### src/rtl/usbf_wb_mem_req.sv
// Host-side requester in front of the SSRAM arbiter WISHBONE port: queues read/write
// commands, holds wreq until wack, returns in-order completions and flags IDMA starvation.
module usbf_wb_mem_req #(
    parameter int SSRAM_HADR = 14,
    parameter int FIFO_AW    = 1,
    parameter int TMO_CYC    = 255
) (
    input  logic                  phy_clk,
    input  logic                  rst,
    input  logic                  i_cmd_valid,
    output logic                  o_cmd_ready,
    input  logic                  i_cmd_we,
    input  logic [SSRAM_HADR:0]   i_cmd_adr,
    input  logic [31:0]           i_cmd_dat,
    output logic                  o_rsp_valid,
    output logic                  o_rsp_we,
    output logic [31:0]           o_rsp_dat,
    output logic [SSRAM_HADR:0]   o_mem_adr,
    output logic [31:0]           o_mem_dout,
    input  logic [31:0]           i_mem_din,
    output logic                  o_mem_we,
    output logic                  o_mem_req,
    input  logic                  i_mem_ack,
    output logic                  o_starve,
    input  logic                  i_starve_clr,
    output logic                  o_busy,
    output logic                  o_dbg_state
);

    localparam int DEPTH = 1 << FIFO_AW;
    localparam int ADR_W = SSRAM_HADR + 1;
    localparam int EW    = 1 + ADR_W + 32;

    typedef enum logic {S_IDLE = 1'b0, S_REQ = 1'b1} state_t;

    state_t                  r_state;
    state_t                  w_state_nxt;
    logic [EW-1:0]           r_mem [DEPTH];
    logic [FIFO_AW:0]        r_wr_ptr;
    logic [FIFO_AW:0]        r_rd_ptr;
    logic [7:0]              r_stall_cnt;
    logic                    r_starve;
    logic                    r_rsp_valid;
    logic                    r_rsp_we;
    logic [31:0]             r_rsp_dat;

    logic                    w_empty;
    logic                    w_full;
    logic                    w_push;
    logic                    w_pop;
    logic [FIFO_AW:0]        w_count;
    logic [FIFO_AW:0]        w_count_nxt;
    logic [EW-1:0]           w_head;
    logic [8:0]              w_cnt_inc;
    logic                    w_starve_set;

    // Command handshake: a command transfers on a rising edge where i_cmd_valid and
    // o_cmd_ready are both high; o_cmd_ready depends only on FIFO fullness, never on valid.
    assign w_empty     = (r_wr_ptr == r_rd_ptr);
    assign w_full      = (r_wr_ptr[FIFO_AW] != r_rd_ptr[FIFO_AW]) &&
                         (r_wr_ptr[FIFO_AW-1:0] == r_rd_ptr[FIFO_AW-1:0]);
    assign w_push      = i_cmd_valid & ~w_full;
    assign w_pop       = (r_state == S_REQ) & i_mem_ack;
    assign w_count     = r_wr_ptr - r_rd_ptr;
    assign w_count_nxt = w_count + {{FIFO_AW{1'b0}}, w_push} - {{FIFO_AW{1'b0}}, w_pop};
    assign w_head      = r_mem[r_rd_ptr[FIFO_AW-1:0]];

    always_ff @(posedge phy_clk or negedge rst) begin
        if (!rst) begin
            r_wr_ptr <= '0;
            r_rd_ptr <= '0;
            for (int i = 0; i < DEPTH; i++) begin
                r_mem[i] <= '0;
            end
        end else begin
            if (w_push) begin
                r_mem[r_wr_ptr[FIFO_AW-1:0]] <= {i_cmd_we, i_cmd_adr, i_cmd_dat};
                r_wr_ptr <= r_wr_ptr + 1'b1;
            end
            if (w_pop) begin
                r_rd_ptr <= r_rd_ptr + 1'b1;
            end
        end
    end

    always_ff @(posedge phy_clk or negedge rst) begin
        if (!rst) begin
            r_state <= S_IDLE;
        end else begin
            r_state <= w_state_nxt;
        end
    end

    // Back-to-back requests stay in REQ so wreq never drops between queued commands.
    always_comb begin
        w_state_nxt = r_state;
        case (r_state)
            S_IDLE: begin
                if (!w_empty) w_state_nxt = S_REQ;
            end
            S_REQ: begin
                if (i_mem_ack && (w_count_nxt == '0)) w_state_nxt = S_IDLE;
            end
            default: w_state_nxt = S_IDLE;
        endcase
    end

    always_ff @(posedge phy_clk or negedge rst) begin
        if (!rst) begin
            r_rsp_valid <= 1'b0;
            r_rsp_we    <= 1'b0;
            r_rsp_dat   <= '0;
        end else begin
            r_rsp_valid <= w_pop;
            if (w_pop) begin
                r_rsp_we <= w_head[EW-1];
                if (!w_head[EW-1]) r_rsp_dat <= i_mem_din;
            end
        end
    end

    // Wide increment so a saturated counter can never re-match the timeout and re-set starve.
    assign w_cnt_inc    = {1'b0, r_stall_cnt} + 9'd1;
    assign w_starve_set = (r_state == S_REQ) & ~i_mem_ack & (w_cnt_inc == 9'(TMO_CYC));

    always_ff @(posedge phy_clk or negedge rst) begin
        if (!rst) begin
            r_stall_cnt <= '0;
            r_starve    <= 1'b0;
        end else begin
            if ((r_state != S_REQ) || i_mem_ack) begin
                r_stall_cnt <= '0;
            end else if (r_stall_cnt != 8'hFF) begin
                r_stall_cnt <= r_stall_cnt + 8'd1;
            end
            if (w_starve_set) begin
                r_starve <= 1'b1;
            end else if (i_starve_clr) begin
                r_starve <= 1'b0;
            end
        end
    end

    assign o_cmd_ready = ~w_full;
    assign o_rsp_valid = r_rsp_valid;
    assign o_rsp_we    = r_rsp_we;
    assign o_rsp_dat   = r_rsp_dat;
    assign o_mem_we    = w_head[EW-1];
    assign o_mem_adr   = w_head[EW-2 -: ADR_W];
    assign o_mem_dout  = w_head[31:0];
    assign o_mem_req   = (r_state == S_REQ);
    assign o_starve    = r_starve;
    assign o_busy      = ~w_empty | (r_state == S_REQ);
    assign o_dbg_state = (r_state == S_REQ);

endmodule

### config.mk
export PLATFORM = sky130hd
export DESIGN_NAME = usbf_wb_mem_req
export DESIGN_NICKNAME = d
export VERILOG_FILES = /design/src/rtl/usbf_wb_mem_req.sv
export SDC_FILE = /design/constraint.sdc
export NUM_CORES = 1
export LEC_CHECK = 0
export CAP_MARGIN = 10
export CORE_MARGIN = 5
export CORE_UTILIZATION = 35
export DETAILED_ROUTE_END_ITERATION = 6
export GPL_TIMING_DRIVEN = 0
export PLACE_DENSITY = 0.72
export RECOVER_POWER = 50
export SYNTH_ARGS = -nofsm -noshare
export SYNTH_HDL_FRONTEND = slang
export SYNTH_SLANG_ARGS = --single-unit
### constraint.sdc
create_clock -name phy_clk -period 2.83 [get_ports phy_clk]
set_input_delay 0.566 -clock phy_clk [delete_from_list [all_inputs] [get_ports phy_clk]]
set_output_delay 0.566 -clock phy_clk [all_outputs]
set_load 0.005 [all_outputs]
==> flow_summary.yaml, run 1 <==
status:
  status: "complete, but fails checks"
  failed_checks: "max-capacitance violations, max-slew violations"
timing:
  rsz0062_at_grt: "no"
  period_share_pct: 95.35
  period_needed_ps: 2698
  tightestPinTransition_ps: 1724
  skew_ps: 8.239
  max_slew_margin_pct: -14.95
  setup_ws_ps: 131.7
  setup_tns_ps: 0
  max_freq_mhz: 370.6
  finalHoldViolCount: 0
  slew_violations: 68
  setup_violations: 0
clock_tree:
  clock_sinks: 144
  cts_setup_buffers: 0
  clock_latency_ps: 420
  ctsLongestPathBuffers: 2
  root_buffer: "clkbuf_16"
  cts_resized: 6
  cts_made_buffers: 17
  postCtsHoldBufs: 0
  cts_max_level: 4
  cts_tree: "done"
  cts.clk_slew.worst_paths_ps: 60
floorplan:
  coreArea_mm2: 0.01790
  die-area_mm2: 0.02089
  fp.dieW_um: 144.5
  rows: 49
  io_pins: 172
  die_h_um: 144.5
  start_util_pct: 35.38
placed_design:
  io_buffers: 171
  place_hpwl_um: 10450
  post-place-cells: 812
  pre_cts_ws_ps: -49.27
  place_congestion: 0.7708
layout:
  fin_util_pct: 49.94
  final_nets: 691
  area_growth_syn_to_layout_pct: 41.15
  diodes: 0
  finalNonFillerCells: 844
  final_common_cell: "clkdlybuf4s50_1"
  layout-drive-gt1-share_pct: 36.10
  final_cell_mix: "158 x clkdlybuf4s50_1, 144 x dfrtp_1, 141 x mux2_2, 31 x mux2_4, 17 x clkbuf_16"
yosys:
  synth_edf_count: 0
  post-synth-top-area-cell: "dfrtp_1"
  synthTopCellsByArea: "dfrtp_1 57%, mux2_2 25%, mux2_4 7.3%"
  synth-warning-count: 0
  ys_types: 36
  syn_avg_cell_area_um2: 15.41
  syn_nets: 500
  syn_area_mm2: 0.006334
  async_reset_ff_share_pct: 100.0
  syn_inst: 411
  ys.flop_type: "dfrtp_1"
  seq_area_frac_synth_pct: 56.89
  yosysTopAreaCellShare_pct: 56.89
  synth-seq-cells: 144
worst_setup_path:
  crit_type: "reg2out"
  path_cells: "buf_2 > buf_6 > buf_4 > mux2_2 > clkdlybuf4s50_1"
  cpPeakStageDelay_ps: 450
  worstPathArrival_ps: 2130
  crit_fanout: 10
  cp.required_ps: 2260
  slowest_stage: "clkdlybuf4s50_1"
  cp-end-kind: "primary output"
  critPathLaunchType: "flip-flop"
routing:
  drc: 0
  totalWireLength_um: 14460
  drt_pass1_iterations: 4
  via_per_inst: 4.742
  postRouteAntennaNets: 0
  num_vias: 4002
  first_iter_violations: 86
  wl_per_cell_um: 17.14
pwr:
  p_comb_share_pct: 46.4
  p_sw_share_pct: 27.89
  p_switching_mw: 3.055
  p_int_mw: 7.901
  p_seq_share_pct: 32.7
  ir_drop_mv: 0.4512
  clkPwrFrac_pct: 20.9
  p_leak_nw: 3.819
  powerDensity_mw_per_mm2: 1226
global_route:
  grt_max_degree: 78
  antenna_found_initial: 0
  grt_pass1_wl_um: 23250
  grt_util_all_layers_pct: 14.35
  grt_pass1_vias: 4483
  overflow: 0
min_path:
  hold_class: "reg2reg"
job:
  maxCapViolCount: 1
## layout make-up
type / count / area, um^2
clock inverters: 9 / 130.1
repair buffers: 172 / 1734
clock buffers: 23 / 478.0
fillers: 1525 / 8962
multi-input cells: 239 / 2539
flip-flops and latches: 144 / 3603
inverters: 4 / 15.01
well taps: 229 / 286.5
plain buffers: 24 / 153.9
## synthesized netlist by cell type (2+ instances only)
| library cell | instances |
|---|---|
| and3_1 | 2 |
| buf_1 | 2 |
| nand2_1 | 7 |
| nor3_1 | 2 |
| nand2b_1 | 2 |
| nor2_1 | 5 |
| mux2_2 | 141 |
| xor2_1 | 4 |
| mux2_4 | 31 |
| buf_2 | 8 |
| inv_1 | 4 |
| xnor2_1 | 11 |
| a31oi_1 | 3 |
| a21oi_1 | 6 |
| nand3_1 | 4 |
| ha_1 | 3 |
| buf_6 | 8 |
| dfrtp_1 | 144 |
| clkbuf_1 | 4 |
| mux2_1 | 4 |
## per-stage QoR
step                instance area, um^2  total power, mW  hold WS (ps)
floorplan                          6334            6.398         270.4
global placement                   8332            8.666         475.0
detailed placement                 8361            8.859         480.2
CTS                                8979            11.25         160.3
global route                       8940            11.67         508.9
finish                             8940            10.96         488.0
## flip-flops by register name, summed over array words and instances (netlist names)
signal,count
r_stall_cnt,8
r_rd_ptr,2
o_dbg_state,1
o_rsp_we,1
o_starve,1
r_mem,96
o_rsp_valid,1
o_rsp_dat,32
r_wr_ptr,2
## kinds of logic (layout without fill, tap and decap cells)
family          count (synthesis)  in the layout  synth area share [%]
mux                           176            176                 33.13
flops                         144            144                 56.89
simple gates                   29             29                 2.430
buf+inv                        28            232                 2.845
compound gates                 15             15                 1.719
xor+xnor                       15             15                 2.074
fa+ha+maj                       4              4                0.9088
## layer usage
layer  vias up  routed length (um)  track usage, %
met4         0                 191           4.811
met5         -                   0               0
met3        19                 985           4.861
met1      2027                5960           17.13
met2       109                7326           24.34
li1       1847                   -               -
## power by group through the flow
stage	combinational [mW]	clock, mW	sequential, mW
floorplan	2.90	0	3.49
global placement	5.13	0	3.53
detailed placement	5.24	0	3.62
CTS	5.29	2.37	3.59
global route	5.51	2.46	3.70
finish	5.08	2.29	3.59
## worst max-delay path, delay by kind of cell (launching register included)
kind     cells  cell delay, ps
mux          1             360
buf+inv      4            1050
flops        1             310
## path summary, 6_finish.rpt
kind,from,end,slack [ps],depth (start not counted)
worst min register to register,o_rsp_dat[30],o_rsp_dat[30],490,1
min in group asynchronous,rst,o_rsp_dat[0],600,1
worst max register to register,r_rd_ptr[0],r_mem[27],430,6
worst max-delay path,r_rd_ptr[0],o_mem_adr[11],130,5
worst min-delay path,o_rsp_dat[30],o_rsp_dat[30],490,1
max in group asynchronous,rst,r_mem[83],1120,2
(Power assumes the default switching activity.)
==> run 2, diff against run 1 <==
--- a/config.mk
+++ b/config.mk
@@ -7,10 +7,10 @@
 export LEC_CHECK = 0
 export CAP_MARGIN = 10
 export CORE_MARGIN = 5
-export CORE_UTILIZATION = 35
+export CORE_UTILIZATION = 48
 export DETAILED_ROUTE_END_ITERATION = 6
 export GPL_TIMING_DRIVEN = 0
-export PLACE_DENSITY = 0.72
+export PLACE_DENSITY = 0.91
 export RECOVER_POWER = 50
 export SYNTH_ARGS = -nofsm -noshare
 export SYNTH_HDL_FRONTEND = slang
==> flow_summary.yaml, run 2 (synthesis results as in run 1) <==
floorplan:
  die_h_um: 124.9
  fp.dieW_um: 124.9
  coreArea_mm2: 0.01309
  start_util_pct: 48.40
  die-area_mm2: 0.01559
  io_pins: 172
  rows: 42
worst_setup_path:
  r2r-end: "r_mem[26]"
  crit_buf_inv: 4
  critPathLaunchType: "flip-flop"
  cpMostUsedCell: "buf_4"
  regToRegSetupSlack_ps: 430
  cpPeakStageDelay_ps: 450
  cp.depth: 5
  critPathTopFamily: "buffers and inverters"
  critPathLaunch: "r_rd_ptr[0]"
  cp-end-kind: "primary output"
  setup.worst_path.end: "o_mem_adr[7]"
  crit_type: "reg2out"
  path_cells: "buf_2 > buf_4 > buf_4 > mux2_2 > clkdlybuf4s50_1"
  worstPathArrival_ps: 2190
  crit_fanout: 10
  cp.required_ps: 2260
  slowest_stage: "clkdlybuf4s50_1"
  r2r-start: "r_rd_ptr[0]"
  worstRegToRegCells: 6
timing:
  setup_tns_ps: 0
  period_share_pct: 97.34
  slew_violations: 69
  period_needed_ps: 2755
  tightestPinTransition_ps: 1709
  max_slew_margin_pct: -13.92
  rsz0062_at_grt: "no"
  max_freq_mhz: 363.0
  skew_ps: 5.451
  setup_ws_ps: 75.25
  setup_violations: 0
  finalHoldViolCount: 0
routing:
  totalWireLength_um: 14040
  postRouteAntennaNets: 0
  num_vias: 4002
  drc: 0
  first_iter_violations: 159
  via_per_inst: 5.059
  wl_per_cell_um: 17.74
  drt_pass1_iterations: 4
clock_tree:
  cts_resized: 6
  clock_latency_ps: 410
  cts_tree: "done"
  cts_made_buffers: 17
  postCtsHoldBufs: 0
  cts_max_level: 4
  root_buffer: "clkbuf_16"
  cts.clk_slew.worst_paths_ps: 60
  clock_sinks: 144
  ctsLongestPathBuffers: 2
  cts_setup_buffers: 0
placed_design:
  place_hpwl_um: 10210
  place_congestion: 0.7863
  io_buffers: 171
  pre_cts_ws_ps: 29.81
pwr:
  p_leak_nw: 3.803
  ir_drop_mv: 0.7021
  powerDensity_mw_per_mm2: 1205
min_path:
  hold_class: "reg2reg"
global_route:
  grt_pass1_vias: 4522
  grt_util_all_layers_pct: 18.58
  overflow: 0
  grt_max_degree: 77
  antenna_found_initial: 0
  grt_pass1_wl_um: 23110
layout:
  area_growth_syn_to_layout_pct: 38.90
  largest-register: "r_mem"
  fillers: 910
  diodes: 0
  layout-drive-gt1-share_pct: 36.10
  largest_reg_flops: 96
  final_nets: 691
  final_cell_mix: "144 x clkdlybuf4s50_1, 144 x dfrtp_1, 141 x mux2_2, 31 x mux2_4, 26 x dlygate4sd3_1"
job:
  maxCapViolCount: 1
status:
  status: "complete, but fails checks"
  failed_checks: "max-capacitance violations, max-slew violations"
run 2: how the worst min path moves through the flow:
stage / start / to / slack (ps) / cells after the start
2_1_floorplan: rst / o_dbg_state / 270 / 0
3_3_place_gp: o_rsp_we / o_rsp_we / 470 / 1
3_5_place_dp: o_rsp_dat[27] / o_rsp_dat[27] / 480 / 1
4_1_cts: rst / r_mem[42] / 160 / 1
5_1_grt: o_rsp_dat[25] / o_rsp_dat[25] / 510 / 1
6_report: o_rsp_dat[25] / o_rsp_dat[25] / 490 / 1
run 2: cell type report:
cell class,count,area [um^2],share of cell area (%)
Clock inverter,7,35.03,0.3982
Tap cell,176,220.2,2.503
Inverter,4,15.01,0.1707
Timing Repair Buffer,172,1734,19.71
Multi-Input combinational cell,239,2539,28.86
Clock buffer,25,485.5,5.518
Sequential cell,144,3603,40.96
Buffer,24,165.2,1.877
run 2: metal layers:
layer  wire length, um  GRT usage (%)
met3               886          6.518
met2              7195          32.16
met5                 0              0
met4               204          6.059
met1              5748          21.59
run 2: report_power, final:
group / leakage, nW / switching, mW / internal [mW]
clock: 0.264 / 0.785 / 1.18
combinational: 1.83 / 1.71 / 3.34
sequential: 1.71 / 0.506 / 3.08
total: 3.80 / 3.00 / 7.60
run 2: stage by stage:
step	util (%)	instance area [um^2]	hold WS [ps]	std cells	total power, mW
floorplan	-	6334	270.4	411	6.398
global placement	63.17	8265	474.6	758	8.604
detailed placement	63.39	8294	484.1	759	8.820
CTS	67.44	8825	160.9	791	10.86
global route	67.23	8797	507.0	791	11.22
finish	67.23	8797	489.0	791	10.60
run 2: worst register-to-register path, cell delays in order (launching register included):
cell and delay, ps:
dfrtp_1 350, buf_2 180, xnor2_1 270, a21boi_0 320, nand2_2 200, clkbuf_1 540, mux2_2 420
==> run 3, diff against run 2 <==
--- a/config.mk
+++ b/config.mk
@@ -8,10 +8,12 @@
 export CAP_MARGIN = 10
 export CORE_MARGIN = 5
 export CORE_UTILIZATION = 48
+export CTS_CLUSTER_DIAMETER = 50
 export DETAILED_ROUTE_END_ITERATION = 6
 export GPL_TIMING_DRIVEN = 0
 export PLACE_DENSITY = 0.91
 export RECOVER_POWER = 50
+export SLEW_MARGIN = 20
 export SYNTH_ARGS = -nofsm -noshare
 export SYNTH_HDL_FRONTEND = slang
 export SYNTH_SLANG_ARGS = --single-unit
==> flow_summary.yaml, run 3 (synthesis results as in run 1) <==
worst_setup_path:
  crit_type: "reg2out"
  setup.worst_path.end: "o_mem_adr[7]"
  cpPeakStageDelay_ps: 450
  crit_fanout: 10
  slowest_stage: "clkdlybuf4s50_1"
  critPathLaunchType: "flip-flop"
  critPathLaunch: "r_rd_ptr[0]"
  r2r-end: "r_mem[26]"
  worstRegToRegCells: 6
  cp-end-kind: "primary output"
  regToRegSetupSlack_ps: 440
  cp.required_ps: 2260
  worstPathArrival_ps: 2140
  path_cells: "buf_2 > buf_6 > buf_4 > mux2_2 > clkdlybuf4s50_1"
  r2r-start: "r_rd_ptr[0]"
placed_design:
  io_buffers: 171
  placed_area_mm2: 0.008298
  place_hpwl_um: 10250
  place_congestion: 0.7863
  pre_cts_ws_ps: 15.80
clock_tree:
  cts_tree: "done"
  cts_max_level: 4
  ctsLongestPathBuffers: 2
  postCtsHoldBufs: 0
  clock_latency_ps: 410
  cts_made_buffers: 17
  cts.clk_slew.worst_paths_ps: 60
  root_buffer: "clkbuf_16"
  clock_sinks: 144
  cts_setup_buffers: 0
min_path:
  hold_class: "reg2reg"
timing:
  holdWs_ps: 489.9
  rsz0062_at_grt: "no"
  finalHoldViolCount: 0
  skew_ps: 4.733
  slew_violations: 69
  setup_violations: 0
  max_freq_mhz: 369.5
  period_share_pct: 95.64
  tightestPinTransition_ps: 1686
  setup_ws_ps: 123.5
  setup_tns_ps: 0
  period_needed_ps: 2707
  max_slew_margin_pct: -12.39
status:
  status: "complete, but fails checks"
  failed_checks: "max-capacitance violations, max-slew violations"
layout:
  multiInputGateArea_mm2: 0.002539
  largest-register: "r_mem"
  fillers: 912
  final_area_mm2: 0.008807
  diodes: 0
  area_growth_syn_to_layout_pct: 39.06
  layout-drive-gt1-share_pct: 35.83
  seq_area_mm2: 0.003603
  final_common_cell: "clkdlybuf4s50_1"
  final_nets: 691
  largest_reg_flops: 96
  final_cell_mix: "161 x clkdlybuf4s50_1, 144 x dfrtp_1, 141 x mux2_2, 31 x mux2_4, 17 x clkbuf_16"
floorplan:
  fp.dieW_um: 124.9
  rows: 42
  start_util_pct: 48.40
  die_h_um: 124.9
  die-area_mm2: 0.01559
  io_pins: 172
  coreArea_mm2: 0.01309
routing:
  postRouteAntennaNets: 0
  wl_per_cell_um: 17.90
  drc: 0
  first_iter_violations: 200
  totalWireLength_um: 14140
  drt_pass1_iterations: 4
  via_per_inst: 5.104
  num_vias: 4032
global_route:
  grt_util_all_layers_pct: 18.69
  grt_pass1_vias: 4483
  grt_pass1_wl_um: 23320
  overflow: 0
  grt_max_degree: 77
  antenna_found_initial: 1
pwr:
  p_leak_nw: 3.793
  powerDensity_mw_per_mm2: 1218
  ir_drop_mv: 0.7440
job:
  maxCapViolCount: 1
==> run 3: cell count changes in the layout (fill, tap and decap cells not counted), sizes merged <==
| cell | before | now |
|---|---|---|
| bufinv | 0 | 1 |
| clkinv | 7 | 6 |
| clkbuf | 34 | 35 |
| clkdlybuf4s50 | 144 | 161 |
| buf | 17 | 15 |
| dlygate4sd3 | 26 | 9 |
==> run 3: critical path: cells and delay by family, from the launching register on <==
family,cells,cell delay (ps)
flops,1,310
mux,1,370
buf+inv,4,1040
==> run 3: layout make-up <==
class	count	share of cell area, %
Inverter	4	0.1705
Timing Repair Buffer	172	19.69
Clock buffer	24	5.470
Clock inverter	7	0.6819
Tap cell	176	2.500
Multi-Input combinational cell	239	28.83
Buffer	24	1.747
Sequential cell	144	40.91
==> run 3: timing repair <==
action                     in CTS  in global routing
resized for setup               6                  1
hold endpoints to repair        0                  0
setup endpoints to repair      39                  4
==> run 3: routing by layer <==
layer	vias up	wire [um]	share of wire [%]	GRT usage (%)
li1	1847	-	-	-
met1	2046	5768	41	21.72
met2	119	7316	52	32.63
met3	18	835	5.9	6.346
met4	2	204	1.4	5.867
met5	-	13	0.092	0
==> run 3: power by group <==
part           switching, mW  internal (mW)  total [mW]
sequential             0.519           3.08        3.60
combinational           1.71           3.37        5.08
clock                  0.787           1.26        2.05
==> run 3: worst min-delay path by stage <==
stage	start	end	slack [ps]	cells after the start
finish	o_rsp_dat[25]	o_rsp_dat[25]	490	1
global placement	o_rsp_we	o_rsp_we	470	1
global route	o_rsp_dat[25]	o_rsp_dat[25]	510	1
CTS	rst	r_mem[42]	110	1
detailed placement	o_rsp_dat[27]	o_rsp_dat[27]	480	1
floorplan	rst	o_dbg_state	270	0
==> run 3: through the flow <==
stage | total power [mW] | utilization [%] | std cells
floorplan | 6.398 | - | 411
global placement | 8.604 | 63.17 | 758
detailed placement | 8.820 | 63.42 | 759
CTS | 10.96 | 67.63 | 790
global route | 11.35 | 67.31 | 790
finish | 10.73 | 67.31 | 790
==> patch, RTL diff (flow settings as in run 2) <==
The parameter `SSRAM_HADR` goes from 14 to 7.
--- a/src/rtl/usbf_wb_mem_req.sv
+++ b/src/rtl/usbf_wb_mem_req.sv
@@ -3,3 +3,3 @@
 module usbf_wb_mem_req #(
-    parameter int SSRAM_HADR = 14,
+    parameter int SSRAM_HADR = 7,
     parameter int FIFO_AW    = 1,
Ports: changed (resized i_cmd_adr and o_mem_adr); port bits go from 172 to 158. No check against the original RTL was run, so the function may have changed too.
==> patch against run 2 <==
  * Total power decreased by 3.2%
  * Clock skew rose by 0.0011 ns
  * Fmax grew 3.0%
  * Sequential cell count decreased by 14
  * Wire length fell by 9.6%
  * Largest power group unchanged
  * Highest routed layer unchanged
  * Synthesized area decreased by 8.0%
  * Worst setup slack improved by 0.080 ns
  * Design area shrank 7.2%
==> patch: results (changes against run 2) <==
[cells_and_area]
regMostFlops=r_mem  ; unchanged
largest_reg_flops=82  ; was 96
finalNetCount=625  ; was 691
drive_above_1_share_pct=35.3  ; was 36.1%

[placed_design]
pre_cts_slack_ns=0.327  ; was 0.0298 ns
dp.final_hpwl_microns=9060  ; was 10200 microns
portBuffers=157  ; was 171
dp.cells=672  ; was 759
placed_area_sq_um=7610  ; was 8290 sq um
gp_congestion=0.754  ; was 0.786

[routing]
avgViaCountPerCell=5.15  ; was 5.06
wirelength_microns=12700  ; was 14000 microns
drt_first_pass_iters=6  ; was 4
dr.first_iter.drc_count=155  ; was 159
vias=3624  ; was 4002

[timing]
clock_skew_ns=0.00657  ; was 0.00545 ns
worst_slew_pin_slew_ns=1.33  ; was 1.71 ns
fin_hold_ws_ns=0.441  ; was 0.489 ns
finalWorstSetupSlack_ns=0.155  ; was 0.0752 ns

[global_route]
first_global_vias=4037  ; was 4522
grt_pass1_wl_microns=20900  ; was 23100 microns
grt_usage_pct=18.6  ; about the same
grt_start_max_net_pins=78  ; was 77
antenna_found_initial=0  ; unchanged

[synthesis]
synthTopCellsByArea=dfrtp_1 56%, mux2_2 20%, mux2_4 12%  ; was dfrtp_1 57%, mux2_2 25%, mux2_4 7.3%
ys_top_cells_by_count=130 x dfrtp_1, 106 x mux2_2, 48 x mux2_4  ; was 144 x dfrtp_1, 141 x mux2_2, 31 x mux2_4
ys_seq_area_share_pct=55.8  ; was 56.9%
ys_types=35  ; was 36
syn_avg_cell_area_sq_um=15.9  ; was 15.4 sq um
synthArstFlopShare_pct=100  ; unchanged
synth_nets=449  ; was 500

[power]
swShare_pct=27.0  ; was 28.3%
p_leak_nw=3.59  ; was 3.80 nW
max-vdd-ir-drop_v=0.000644  ; was 0.000702 V

[clock_tree]
clock_path_buffers=2  ; unchanged
cts_buffers=17  ; unchanged
clock_latency_ns=0.41  ; about the same
h-tree-depth=4  ; unchanged
postCtsSetupRepairBufs=0  ; unchanged
cts_root_buf=clkbuf_16  ; unchanged

[critical_path]
r2r-end=r_mem[9]  ; was r_mem[26]
worstPathArrival_ns=2.11  ; was 2.19 ns
path_max_fanout=17  ; was 10
r2r_cells=6  ; unchanged
r2r_start=r_rd_ptr[0]  ; unchanged

[status]
status=finished clean  ; was finished with violations

[run]
drv_cap=0  ; was 1

[hold_path]
holdCritPathClass=input port to asynchronous set/reset pin  ; was flop to flop

patch: cell types whose count changed in the layout (fill, tap and decap cells not counted), moves of 4 or more:
cell | before | now
mux2_2 | 141 | 106
buf_12 | 0 | 4
dlygate4sd3_1 | 26 | 11
mux2_4 | 31 | 47
dfrtp_1 | 144 | 130
buf_2 | 5 | 0
clkinv_2 | 7 | 0
patch: area by class of cell:
type,instances,area [sq um]
clock inverters,3,90.1
clock buffers,29,531
flip-flops and latches,130,3250
plain buffers,19,183
inverters,3,11.3
multi-input cells,214,2340
repair buffers,158,1570
diodes,1,2.50
fillers,833,3800
well taps,147,184
patch: cell families (layout without fill, tap and decap cells):
group	count (synthesis)	after routing	synth area share, %
other	0	1	0
multiplexers	155	155	33.0
adder cells (fa/ha/maj)	4	4	0.987
AND/OR/NAND/NOR	27	27	2.49
buffers and inverters	23	212	3.95
flip-flops	130	130	55.8
AO/OA/AOI/OAI	15	15	1.78
XOR/XNOR	13	13	1.95
patch: repair_timing:
| action | 4_1_cts | 5_1_grt |
|---|---|---|
| hold buffers | 0 | 0 |
| gates resized for setup | 3 | 0 |
| setup endpoints to repair | 15 | 10 |
| pin swaps | 0 | 0 |
patch: power by group through the flow:
| stage | Clock [W] | Sequential [W] | Combinational, W |
|---|---|---|---|
| 2_1_floorplan | 0 | 0.00316 | 0.00283 |
| 3_3_place_gp | 0 | 0.00319 | 0.00477 |
| 3_5_place_dp | 0 | 0.00327 | 0.00489 |
| 4_1_cts | 0.00232 | 0.00325 | 0.00494 |
| 5_1_grt | 0.00240 | 0.00336 | 0.00509 |
| 6_report | 0.00227 | 0.00325 | 0.00474 |
patch: worst max path at each step:
| stage | endpoint | depth (start not counted) |
|---|---|---|
| detailed placement | o_dbg_state | 7 |
| global route | o_mem_adr[7] | 4 |
| global placement | o_rsp_dat[27] | 1 |
| CTS | o_mem_dout[22] | 4 |
| floorplan | o_dbg_state | 8 |
| finish | o_mem_dout[7] | 4 |
patch: metal layers:
metal,share of wire [%],track usage (%),vias up
li1,-,-,1660
met1,41,21.7,1820
met2,50,31.1,121
met3,6.7,7.95,23
met4,1.6,6.01,0
met5,0,0,-
patch: worst max-delay path, cell delays in order (launching register included):
cell and delay, ns:
dfrtp_1 0.33, buf_6 0.20, clkbuf_2 0.31, mux2_2 0.38, clkdlybuf4s50_1 0.47
patch: metrics by stage:
| stage | utilization (%) | setup TNS, ns |
|---|---|---|
| after floorplan | - | 0 |
| after global placement | 63.4 | -474.56 |
| after detailed placement | 63.7 | 0 |
| after CTS | 68.9 | 0 |
| after global routing | 68.2 | 0 |
| final | 68.3 | 0 |
